**src/rtl/ibex_pmp_csr_regs.sv**
```systemverilog
// PMP CSR register file: pmpcfg0-3, pmpaddr0-15, mseccfg/mseccfgh with full write legalisation.
// Optional bit-inverted shadow copies of all state when IBEX_PMP_CSR_SHADOW_EN is defined.

package ibex_pmp_csr_pkg;
   typedef enum logic [1:0] {
      PMP_MODE_OFF   = 2'b00,
      PMP_MODE_TOR   = 2'b01,
      PMP_MODE_NA4   = 2'b10,
      PMP_MODE_NAPOT = 2'b11
   } pmp_cfg_mode_e;

   typedef struct packed {
      logic          lock;
      pmp_cfg_mode_e mode;
      logic          exec;
      logic          write;
      logic          read;
   } pmp_cfg_t;

   typedef struct packed {
      logic rlb;
      logic mmwp;
      logic mml;
   } pmp_mseccfg_t;
endpackage

module ibex_pmp_csr_regs
   import ibex_pmp_csr_pkg::*;
#(
   parameter int unsigned PMPGranularity = 0,
   parameter int unsigned PMPNumRegions  = 4
) (
   input  logic         clk_i,
   input  logic         rst_ni,
   input  logic         csr_we_i,
   input  logic [11:0]  csr_addr_i,
   input  logic [31:0]  csr_wdata_i,
   output logic         csr_hit_o,
   output logic [31:0]  csr_rdata_o,
   output pmp_cfg_t     csr_pmp_cfg_o [PMPNumRegions],
   output logic [33:0]  csr_pmp_addr_o [PMPNumRegions],
   output pmp_mseccfg_t csr_pmp_mseccfg_o,
   output logic         pmp_cfg_changed_o,
   output logic         shadow_err_o
);

   localparam logic [31:0] NapotMask =
      (PMPGranularity >= 2) ? ((32'd1 << (PMPGranularity - 1)) - 32'd1) : 32'd0;
   localparam logic [31:0] OffMask =
      (PMPGranularity >= 1) ? ((32'd1 << PMPGranularity) - 32'd1) : 32'd0;

   pmp_cfg_t                   cfg_q [PMPNumRegions];
   pmp_cfg_t                   cfg_d [PMPNumRegions];
   logic [31:0]                addr_q [PMPNumRegions];
   logic [31:0]                addr_d [PMPNumRegions];
   logic [31:0]                addr_rd [PMPNumRegions];
   pmp_mseccfg_t               mseccfg_q, mseccfg_d;
   logic                       changed_q, changed_d;
   logic [PMPNumRegions-1:0]   cfg_locked, addr_locked, tor_above;
   logic                       any_lock;
   logic [7:0]                 wbyte;
   logic [7:0]                 cfg_byte [16];
   logic [31:0]                addr_word [16];

   logic sel_cfg, sel_addr, sel_mseccfg, sel_mseccfgh;
   assign sel_cfg      = csr_addr_i[11:2] == 10'h0E8;
   assign sel_addr     = csr_addr_i[11:4] == 8'h3B;
   assign sel_mseccfg  = csr_addr_i == 12'h747;
   assign sel_mseccfgh = csr_addr_i == 12'h757;
   assign csr_hit_o    = sel_cfg | sel_addr | sel_mseccfg | sel_mseccfgh;

   function automatic pmp_cfg_t legalise_cfg(logic [7:0] b, pmp_cfg_t old, logic mml);
      pmp_cfg_t c;
      c.lock  = b[7];
      c.mode  = pmp_cfg_mode_e'(b[4:3]);
      c.exec  = b[2];
      c.write = b[1];
      c.read  = b[0];
      if (PMPGranularity > 0 && c.mode == PMP_MODE_NA4) c.mode = old.mode;
      // W without R is reserved; only MML gives that encoding a meaning
      if (!c.read && c.write && !mml) begin
         c.read  = 1'b0;
         c.write = 1'b0;
      end
      return c;
   endfunction

   function automatic logic [31:0] mask_addr(logic [31:0] a, pmp_cfg_mode_e m);
      if (m == PMP_MODE_NAPOT) return a | NapotMask;
      if (m == PMP_MODE_OFF || m == PMP_MODE_TOR) return a & ~OffMask;
      return a;
   endfunction

   // NOTE: every always_comb output gets a default before any branch so no latch is inferred.
   always_comb begin
      tor_above   = '0;
      cfg_locked  = '0;
      addr_locked = '0;
      any_lock    = 1'b0;
      for (int r = 1; r < int'(PMPNumRegions); r++)
         tor_above[r-1] = cfg_q[r].lock & (cfg_q[r].mode == PMP_MODE_TOR);
      for (int r = 0; r < int'(PMPNumRegions); r++) begin
         cfg_locked[r]  = cfg_q[r].lock & ~mseccfg_q.rlb;
         addr_locked[r] = cfg_locked[r] | (tor_above[r] & ~mseccfg_q.rlb);
         any_lock       = any_lock | cfg_q[r].lock;
      end
   end

   // All legality decisions use the pre-write state, so same-word updates are independent.
   always_comb begin
      cfg_d     = cfg_q;
      addr_d    = addr_q;
      mseccfg_d = mseccfg_q;
      wbyte     = '0;
      if (csr_we_i) begin
         if (sel_cfg) begin
            for (int r = 0; r < int'(PMPNumRegions); r++) begin
               wbyte = csr_wdata_i[8*(r%4) +: 8];
               if (csr_addr_i[1:0] == 2'(r >> 2) && !cfg_locked[r] &&
                   !(mseccfg_q.mml && !mseccfg_q.rlb && wbyte[7] &&
                     ({wbyte[0], wbyte[1], wbyte[2]} inside {3'b001, 3'b101, 3'b010, 3'b011})))
                  cfg_d[r] = legalise_cfg(wbyte, cfg_q[r], mseccfg_q.mml);
            end
         end
         if (sel_addr) begin
            for (int r = 0; r < int'(PMPNumRegions); r++)
               if (csr_addr_i[3:0] == 4'(r) && !addr_locked[r]) addr_d[r] = csr_wdata_i;
         end
         if (sel_mseccfg) begin
            mseccfg_d.mml  = mseccfg_q.mml | csr_wdata_i[0];
            mseccfg_d.mmwp = mseccfg_q.mmwp | csr_wdata_i[1];
            if (!any_lock || mseccfg_q.rlb) mseccfg_d.rlb = csr_wdata_i[2];
         end
      end
   end

   always_comb begin
      changed_d = mseccfg_d != mseccfg_q;
      for (int r = 0; r < int'(PMPNumRegions); r++)
         changed_d = changed_d | (cfg_d[r] != cfg_q[r]) | (addr_d[r] != addr_q[r]);
   end

   // NOTE: state is updated with non-blocking assignments so every flop samples pre-edge values.
   // NOTE: these register arrays are architectural state and all get an explicit reset value.
   always_ff @(posedge clk_i or negedge rst_ni) begin
      if (!rst_ni) begin
         cfg_q     <= '{default: '0};
         addr_q    <= '{default: '0};
         mseccfg_q <= '0;
         changed_q <= 1'b0;
      end else begin
         cfg_q     <= cfg_d;
         addr_q    <= addr_d;
         mseccfg_q <= mseccfg_d;
         changed_q <= changed_d;
      end
   end

   always_comb begin
      cfg_byte  = '{default: '0};
      addr_word = '{default: '0};
      for (int r = 0; r < int'(PMPNumRegions); r++) begin
         addr_rd[r]           = mask_addr(addr_q[r], cfg_q[r].mode);
         csr_pmp_cfg_o[r]     = cfg_q[r];
         csr_pmp_addr_o[r]    = {addr_rd[r], 2'b00};
         cfg_byte[r]          = {cfg_q[r].lock, 2'b00, cfg_q[r].mode, cfg_q[r].exec,
                                 cfg_q[r].write, cfg_q[r].read};
         addr_word[r]         = addr_rd[r];
      end
   end

   always_comb begin
      csr_rdata_o = '0;
      if (sel_cfg) begin
         for (int k = 0; k < 4; k++)
            csr_rdata_o[8*k +: 8] = cfg_byte[{csr_addr_i[1:0], 2'(k)}];
      end else if (sel_addr) begin
         csr_rdata_o = addr_word[csr_addr_i[3:0]];
      end else if (sel_mseccfg) begin
         csr_rdata_o = {29'd0, mseccfg_q};
      end
   end

   assign csr_pmp_mseccfg_o = mseccfg_q;
   assign pmp_cfg_changed_o = changed_q;

`ifdef IBEX_PMP_CSR_SHADOW_EN
   pmp_cfg_t     cfg_sh_q [PMPNumRegions];
   logic [31:0]  addr_sh_q [PMPNumRegions];
   pmp_mseccfg_t mseccfg_sh_q;
   logic         shadow_err;

   always_ff @(posedge clk_i or negedge rst_ni) begin
      if (!rst_ni) begin
         cfg_sh_q     <= '{default: '1};
         addr_sh_q    <= '{default: '1};
         mseccfg_sh_q <= '1;
      end else begin
         for (int r = 0; r < int'(PMPNumRegions); r++) begin
            cfg_sh_q[r]  <= pmp_cfg_t'(~cfg_d[r]);
            addr_sh_q[r] <= ~addr_d[r];
         end
         mseccfg_sh_q <= pmp_mseccfg_t'(~mseccfg_d);
      end
   end

   always_comb begin
      shadow_err = mseccfg_q != pmp_mseccfg_t'(~mseccfg_sh_q);
      for (int r = 0; r < int'(PMPNumRegions); r++)
         shadow_err = shadow_err | (cfg_q[r] != pmp_cfg_t'(~cfg_sh_q[r])) |
                      (addr_q[r] != ~addr_sh_q[r]);
   end

   assign shadow_err_o = shadow_err;
`else
   assign shadow_err_o = 1'b0;
`endif

endmodule

```
**config.mk**
```make
export PLATFORM = sky130hd
export DESIGN_NAME = ibex_pmp_csr_regs
export DESIGN_NICKNAME = d
export VERILOG_FILES = /design/src/rtl/ibex_pmp_csr_regs.sv
export SDC_FILE = /design/constraint.sdc
export NUM_CORES = 1
export LEC_CHECK = 0
export CELL_PAD_IN_SITES_DETAIL_PLACEMENT = 0
export CELL_PAD_IN_SITES_GLOBAL_PLACEMENT = 2
export CORE_MARGIN = 2
export CORE_UTILIZATION = 30
export CTS_CLUSTER_DIAMETER = 60
export DETAILED_ROUTE_END_ITERATION = 10
export GPL_TIMING_DRIVEN = 0
export MAX_ROUTING_LAYER = met4
export PLACE_DENSITY_LB_ADDON = 0.1
export SLEW_MARGIN = 10
export SYNTH_ARGS = -nofsm -noshare
export SYNTH_HDL_FRONTEND = slang
export SYNTH_SLANG_ARGS = --single-unit
```
**constraint.sdc**
```tcl
create_clock -name clk_i -period 2.3 [get_ports clk_i]
set_clock_uncertainty 0.2 [all_clocks]
set_input_delay 0.345 -clock clk_i [delete_from_list [all_inputs] [get_ports clk_i]]
set_output_delay 0.345 -clock clk_i [all_outputs]
set_load 0.02 [all_outputs]
```
==> results of run 1 <==
per-stage QoR:
step / utilization, % / setup slack, ns / cell area, µm² / total power (W) / TNS [ns]
floorplan: - / 0.0790 / 9230 / 0.00309 / 0
global placement: 39.2 / -6.36 / 11900 / 0.00340 / -1143.49
detailed placement: 39.3 / -1.52 / 11900 / 0.00340 / -153.27
CTS: 46.3 / -0.157 / 14100 / 0.00647 / -0.502
global route: 47.4 / -0.258 / 14400 / 0.00665 / -1.16
finish: 47.4 / -0.166 / 14400 / 0.00648 / -0.609
layer usage:
layer  vias to the layer above  share of wire [%]  global-route usage, %
li1                       4102                  -                      -
met1                      5035                 44                   45.1
met2                       484                 46                   50.2
met3                        84                6.6                   4.79
met4                         0                3.5                   12.0
met5                         -                  0                      -
registers in the layout, summed over array words and instances, names as in the netlist:
signal,flops
addr_q,128
csr_pmp_cfg_o,24
csr_pmp_mseccfg_o,3
pmp_cfg_changed_o,1
area by class of cell:
| type | count | share of cell area [%] |
|---|---|---|
| multi-input combinational | 643 | 35.6 |
| sequential | 156 | 27.8 |
| timing repair buffer | 354 | 23.2 |
| buffer | 70 | 4.32 |
| tap | 396 | 3.45 |
| clock buffer | 18 | 2.98 |
| inverter | 49 | 1.48 |
| clock inverter | 12 | 1.15 |
| antenna | 4 | 0.0696 |
power breakdown:
group | switching (W) | internal (W)
clock | 0.00130 | 0.00171
combinational | 0.000464 | 0.000257
sequential | 0.00000403 | 0.00274
what timing repair did:
action | in CTS | in global routing
resized for setup | 432 | 63
hold buffers | 1 | 0
setup buffers | 95 | 32
endpoints found under the hold margin | 80 | 0
gates cloned | 7 | 0
endpoints found under the setup margin | 182 | 116
pin swaps | 31 | 18
synthesized netlist by cell type (all sizes together) (4+ instances only):
| cell type | number |
|---|---|
| a2111oi | 13 |
| a21oi | 6 |
| a221o | 7 |
| a221oi | 4 |
| a222oi | 4 |
| a22o | 28 |
| and2 | 9 |
| buf | 36 |
| clkbuf | 36 |
| clkinv | 4 |
| dfrtp | 156 |
| inv | 45 |
| mux2 | 49 |
| mux2i | 4 |
| mux4 | 32 |
| nand2 | 133 |
| nand2b | 10 |
| nand3 | 4 |
| nand4 | 18 |
| nor2 | 13 |
| nor2b | 22 |
| nor3 | 10 |
| nor4 | 11 |
| o2111ai | 4 |
| o21ai | 103 |
| o221ai | 6 |
| o22ai | 27 |
| o2bb2ai | 15 |
| xnor2 | 40 |
| xor2 | 16 |
worst reg2reg max path: cells and delay by family (launching register included):
kind | cells | cell delay [ns]
flops | 1 | 0.46
simple gates | 3 | 0.74
xor+xnor | 1 | 0.28
compound gates | 3 | 0.58
logic make-up after synthesis:
logic type,Yosys count
mux,85
other cells,1
compound gates,239
xor+xnor,56
flops,156
buf+inv,121
simple gates,254
path summary, 6_finish.rpt:
| check | cells after the start | to |
|---|---|---|
| min in group asynchronous | 2 | csr_pmp_cfg_o[21]$_DFF_PN0_ |
| min | 3 | csr_pmp_cfg_o[10]$_DFF_PN0_ |
| max | 4 | csr_rdata_o[0] |
| max reg2reg | 7 | pmp_cfg_changed_o$_DFF_PN0_ |
| max in group asynchronous | 3 | addr_q[89]$_DFF_PN0_ |
| min reg2reg | 1 | csr_pmp_mseccfg_o[1]$_DFF_PN0_ |
==> metrics.md, run 1 <==
| Metric | Value |
|---|---|
| Number of global-route vias before repair | `9468` |
| Mux share of post-synthesis cell area | `14.3%` |
| DR vias/cell | `5.70` |
| Setup crit end kind | `output pin` |
| Final routed wirelength across all metal layers | `51.4 mm` |
| Leakage power total | `6.09 nW` |
| Number of placed I/O pins | `245` |
| Die width | `179 µm` |
| Worst R2R Start | `addr_q[111]$_DFF_PN0_` |
| Non-filler cells, final | `1702` |
| Synthesized-area fraction occupied by ao, oa, aoi and oai cells | `17.9%` |
| Nets | `1338` |
| Proportion of synthesized chip area in sequential cells | `42.4%` |
| Bufs on Longest Clock Path | `2` |
| Cell area after technology mapping | `9200 µm²` |
| Min-Delay Path Class | `input port to flop` |
| Crit-path leading delay family | `multiplexers` |
| Deepest level of the CTS H-tree | `4` |
| Minimum clock period | `2.47 ns` |
| CTS root buf | `clkbuf_16` |
| Post-synth EDFFs | `0` |
| CTS clock-pin slew for the worst setup and hold paths | `0.07 ns` |
| Initial Util | `30.3%` |
| Slew Limit Fails | `0` |
| Share of synthesized cell area in full adder, half adder and majority cells | `0%` |
| Number of violations reported at the end of detailed-routing iteration 0 | `907` |
| Post-synth cell types | `73` |
| Filler cell count | `2968` |
| Unrepaired setup endpoints after global routing | `yes` |
| Xor/xnor cell area share of the yosys netlist | `5.33%` |
| Hold violation count in the final report | `0` |
| Total CTS buffers | `17` |
| Nature of the critical path startpoint | `flop` |
| Reg-to-reg setup timing slack | `-0.08 ns` |
| TritonCTS clock tree | `done` |
| Endpoint arrival time on the critical path | `1.92 ns` |
| Ratio of cells with drive above 1 in the final layout | `38.0%` |
| Maxcap violations | `0` |
| Source-to-sink clock delay at the later pin of the worst-skew pair | `0.44 ns` |
| Share of the synthesized area in the top cell type | `42.4%` |
| Simple logic cell fraction of the synthesized area | `14.2%` |
| Peak fanout along the critical path | `4` |
| Crit path buffers/inverters | `2` |
| Synth async-reset ratio | `100%` |
| Post-route ant nets | `0` |
| Total power per unit cell area | `451 nW/µm²` |
| Top cells by area in the synthesized netlist | `dfrtp_1 42%, mux4_2 7.8%, mux2_2 6.0%` |
| DRC errors left | `0` |
| Headroom to the max-slew limit | `37.5%` |
| FMAX | `0.406 GHz` |
| GP Congestion | `0.944` |
| Number of port buffers | `218` |
| Status | `finished with violations` |
| Combined area of the multi-input logic cells | `5120 µm²` |
| Fraction of the cycle the final worst path needs | `107%` |
| CORE AREA | `30300 µm²` |
| Die extent in y | `179 µm` |
| Via count | `9705` |
| Post-Synthesis Mean Instance Area | `10.1 µm²` |
| Worst-path cell with the longest stage delay | `mux4_2` |
| Launch point of the critical path | `addr_q[32]$_DFF_PN0_` |
| Remaining global-route overflow | `0` |
| Data required time at the worst endpoint | `1.75 ns` |
| Commonest cells after routing, fill and taps aside | `160 x clkdlybuf4s50_1, 132 x nand2_1, 130 x buf_4` |
| Critical Path, Cell by Cell | `mux4_2 -> a222oi_1 -> inv_1 -> buf_6` |
| Number of warnings reported in the yosys synthesis log | `0` |
| Transition time of the tightest slew-check pin | `0.933 ns` |
| Global-route total usage across every layer | `33.1%` |
| Wire length of the first global-routing pass | `71.7 mm` |
| Mapped Cells | `912` |
| Half-perimeter wire length of the detailed placement result | `37.2 mm` |
| Main combinational cell family by area after synthesis | `compound AO/OA/AOI/OAI gates` |
| Relative area change from synthesis to final layout | `56.4%` |
| Clock Sinks | `156` |
| Launch instance of the worst min-delay path | `csr_wdata_i[20]` |
| Synth Register Bits | `156` |
| Post-route worst hold slack | `0.0842 ns` |
| Largest area contributor in the netlist | `dfrtp_1` |
| Die Footprint | `32100 µm²` |
| Worst VDD drop | `432 µV` |
| Pin count of the biggest net entering global routing | `82` |
| Failing checks | `setup timing` |
| Routed wirelength normalized by instance count | `30.2 µm` |
| Final worst setup slack | `-0.166 ns` |
| Number of search-and-repair iterations in the first detailed-routing pass | `5` |
| Row Count | `64` |
| Number of antenna violations at the first check in global routing | `3` |
| Largest stage delay on the critical path | `0.49 ns` |
| Instance count after placement with tap cells included | `1535` |
| Primary FF master, synth | `dfrtp_1` |
| Flip-flop and latch area | `4000 µm²` |
| Most common cell after layout, fill and taps aside | `clkdlybuf4s50_1` |
| Total of endpoints with negative setup slack in the final report | `14` |
| Startpoint-to-endpoint class of the critical path | `flop to output pin` |
Power figures use the tool's default switching activity.
==> run 2, diff against run 1 <==
--- a/config.mk
+++ b/config.mk
@@ -7,10 +7,12 @@
 export LEC_CHECK = 0
 export CELL_PAD_IN_SITES_DETAIL_PLACEMENT = 0
 export CELL_PAD_IN_SITES_GLOBAL_PLACEMENT = 2
+export CORE_ASPECT_RATIO = 0.6
 export CORE_MARGIN = 2
 export CORE_UTILIZATION = 30
 export CTS_CLUSTER_DIAMETER = 60
 export DETAILED_ROUTE_END_ITERATION = 10
+export DONT_BUFFER_PORTS = 1
 export GPL_TIMING_DRIVEN = 0
 export MAX_ROUTING_LAYER = met4
 export PLACE_DENSITY_LB_ADDON = 0.1
==> constraint.sdc (replaced) <==
create_clock -name clk_i -period 2.3 [get_ports clk_i]
set_clock_uncertainty 0.2 [all_clocks]
set_input_delay 0.345 -clock clk_i [delete_from_list [all_inputs] [get_ports clk_i]]
set_output_delay 0.345 -clock clk_i [all_outputs]
set_load 0.1 [all_outputs]
==> run 2 against run 1 <==
  * The flow finishes with violations (hold timing, setup timing)
  * Final cell count is 16% lower
  * Worst hold slack got worse by 0.70 ns
  * Global-route usage is essentially flat
  * Sequential power about the same
  * Register-to-register slack lost 0.31 ns
  * Maximum frequency shrank 14%
  * Routed wire length up 2.6%
  * Final area decreased by 11%
==> metrics.md, run 2 (synthesized netlist as in run 1, its figures left out) <==
| Metric | Value |
|---|---|
| Status | `finished with violations (unchanged)` |
| Failing checks | `hold timing, setup timing (was setup timing)` |
| Launch point of the critical path | `addr_q[0]$_DFF_PN0_ (was addr_q[32]$_DFF_PN0_)` |
| Peak fanout along the critical path | `5 (was 4)` |
| Total of endpoints with negative setup slack in the final report | `111 (was 14)` |
| Remaining global-route overflow | `0 (unchanged)` |
| Total power per unit cell area | `491 nW/µm² (was 451 nW/µm²)` |
| FMAX | `0.351 GHz (was 0.406 GHz)` |
| Unrepaired setup endpoints after global routing | `yes (unchanged)` |
| Via count | `8689 (was 9705)` |
| Nets | `1048 (was 1338)` |
| Row Count | `49 (was 64)` |
| Flip-flop and latch area | `4400 µm² (was 4000 µm²)` |
| Transition time of the tightest slew-check pin | `1.12 ns (was 0.933 ns)` |
| Maxcap violations | `0 (unchanged)` |
| Nature of the critical path startpoint | `flop (unchanged)` |
| Final design instance area without fill | `12800 µm² (was 14400 µm²)` |
| Number of antenna violations at the first check in global routing | `0 (was 3)` |
| Total placed instance area | `10100 µm² (was 11900 µm²)` |
| Ratio of cells with drive above 1 in the final layout | `51.4% (was 38.0%)` |
| Filler cell count | `2936 (was 2968)` |
| Number of port buffers | `0 (was 218)` |
| Die width | `230 µm (was 179 µm)` |
| Non-filler cells, final | `1422 (was 1702)` |
| Die Footprint | `32100 µm² (about the same)` |
| TritonCTS clock tree | `done (unchanged)` |
| Final worst setup slack | `-0.553 ns (was -0.166 ns)` |
| DR vias/cell | `6.11 (was 5.70)` |
| Final routed wirelength across all metal layers | `52.7 mm (was 51.4 mm)` |
| Hold violation count in the final report | `156 (was 0)` |
| Worst R2R Start | `csr_pmp_mseccfg_o[0]$_DFF_PN0_ (was addr_q[111]$_DFF_PN0_)` |
| Pin count of the biggest net entering global routing | `157 (was 82)` |
| Global-route total usage across every layer | `33.1% (about the same)` |
| Setup crit end kind | `output pin (unchanged)` |
| Data required time at the worst endpoint | `1.75 ns (about the same)` |
| Reg-to-reg setup timing slack | `-0.39 ns (was -0.08 ns)` |
| Half-perimeter wire length of the detailed placement result | `38.4 mm (was 37.2 mm)` |
| GP Congestion | `0.960 (was 0.944)` |
| Slew Limit Fails | `0 (unchanged)` |
| Wire length of the first global-routing pass | `71.1 mm (was 71.7 mm)` |
| CTS root buf | `clkbuf_16 (unchanged)` |
| Top reg by flops | `addr_q (unchanged)` |
| Total CTS buffers | `17 (unchanged)` |
| Most common cell after layout, fill and taps aside | `dfrtp_4 (was clkdlybuf4s50_1)` |
| Number of search-and-repair iterations in the first detailed-routing pass | `6 (was 5)` |
| Post-route worst hold slack | `-0.611 ns (was 0.0842 ns)` |
| Flip-flop count of the largest register after layout | `128 (unchanged)` |
| Number of global-route vias before repair | `8117 (was 9468)` |
| Initial Util | `30.6% (was 30.3%)` |
| Fraction of the cycle the final worst path needs | `124% (was 107%)` |
| Number of placed I/O pins | `245 (unchanged)` |
| Worst VDD drop | `511 µV (was 432 µV)` |
| Post-CTS Hold Fix Bufs | `14 (was 1)` |
| Antenna diode count | `0 (was 4)` |
| Source-to-sink clock delay at the later pin of the worst-skew pair | `0.45 ns (was 0.44 ns)` |
| Clock Sinks | `156 (unchanged)` |
| DRC errors left | `0 (unchanged)` |
| Relative area change from synthesis to final layout | `39.3% (was 56.4%)` |
| CTS clock-pin slew for the worst setup and hold paths | `0.07 ns (about the same)` |
| Combined area of the multi-input logic cells | `5660 µm² (was 5120 µm²)` |
| Headroom to the max-slew limit | `25.2% (was 37.5%)` |
| Min-Delay Path Class | `input port to asynchronous set/reset pin (was input port to flop)` |
| Commonest cells after routing, fill and taps aside | `126 x dfrtp_4, 84 x nand2_1, 41 x o21ai_1 (was 160 x clkdlybuf4s50_1, 132 x nand2_1, 130 x buf_4)` |
| Leakage power total | `5.01 nW (was 6.09 nW)` |
| Instance count after placement with tap cells included | `1328 (was 1535)` |
| CORE AREA | `30000 µm² (was 30300 µm²)` |
| Routed wirelength normalized by instance count | `37.1 µm (was 30.2 µm)` |
| Worst R2R End | `pmp_cfg_changed_o$_DFF_PN0_ (unchanged)` |
| Die extent in y | `140 µm (was 179 µm)` |
| Post-route ant nets | `0 (unchanged)` |
| Minimum clock period | `2.85 ns (was 2.47 ns)` |
| Number of violations reported at the end of detailed-routing iteration 0 | `970 (was 907)` |
| Endpoint arrival time on the critical path | `2.31 ns (was 1.92 ns)` |
| Startpoint-to-endpoint class of the critical path | `flop to output pin (unchanged)` |
| Deepest level of the CTS H-tree | `4 (unchanged)` |
| Bufs on Longest Clock Path | `2 (unchanged)` |
| Post-route setup TNS | `-14.16 ns (was -0.609 ns)` |
| Worst-case reg-to-reg path depth | `8 (was 7)` |
run 2: changes by cell type in the layout (fill, tap and decap cells not counted), moves of 23 or more:
| cell | change |
|---|---|
| buf_4 | -96 |
| dfrtp_2 | -57 |
| dfrtp_1 | -69 |
| dfrtp_4 | +126 |
| o21ai_0 | -50 |
| o21ai_2 | +23 |
| nand2_2 | +30 |
| nand2_1 | -48 |
| clkdlybuf4s50_1 | -160 |
| o21ai_1 | +27 |
run 2: layout make-up:
cell class / instances / area share, %
clock buffers: 22 / 3.70
multi-input cells: 643 / 44.2
inverters: 49 / 1.49
repair buffers: 64 / 6.36
plain buffers: 70 / 5.05
flip-flops and latches: 156 / 34.4
clock inverters: 10 / 0.889
well taps: 408 / 3.99
run 2: worst max path at each step:
| stage | to | cells after the start |
|---|---|---|
| after detailed placement | addr_q[100]$_DFF_PN0_ | 7 |
| after global placement | addr_q[97]$_DFF_PN0_ | 7 |
| final | csr_rdata_o[0] | 3 |
| after CTS | csr_rdata_o[0] | 3 |
| after floorplan | csr_rdata_o[11] | 5 |
| after global routing | csr_rdata_o[0] | 3 |
run 2: where the power goes:
group,switching [W],total (W),internal (W)
Combinational,0.000413,0.000579,0.000167
Clock,0.00125,0.00293,0.00168
Sequential,0.0000315,0.00278,0.00274
run 2: per-stage QoR:
| step | setup slack [ns] | power [W] | hold slack, ns | util, % |
|---|---|---|---|---|
| after global routing | -0.580 | 0.00645 | -0.635 | 42.6 |
| after detailed placement | -1.37 | 0.00333 | -0.142 | 33.5 |
| after global placement | -1.41 | 0.00334 | -0.143 | 33.5 |
| after floorplan | -0.140 | 0.00316 | -0.151 | - |
| final | -0.553 | 0.00629 | -0.611 | 42.6 |
| after CTS | -0.582 | 0.00630 | -0.632 | 40.6 |
run 2: timing repair:
item                       4_1_cts  5_1_grt
setup buffers                   31        8
gates cloned                     4        8
gates resized for setup        399      127
setup endpoints to repair      179      171
hold endpoints to repair       180      156
pin swaps                       30       15
run 2: layer usage:
metal	up-vias	GRT usage, %	wire length, µm
met2	468	43.4	21200
met3	42	8.30	5340
met5	-	-	0
met1	4659	50.8	25500
li1	3520	-	-
met4	0	5.50	605
run 2: worst max-delay path: stages (launching register included):
cell and delay, ns:
dfrtp_4 0.64, mux4_2 0.54, a222oi_1 0.36, inv_2 0.31
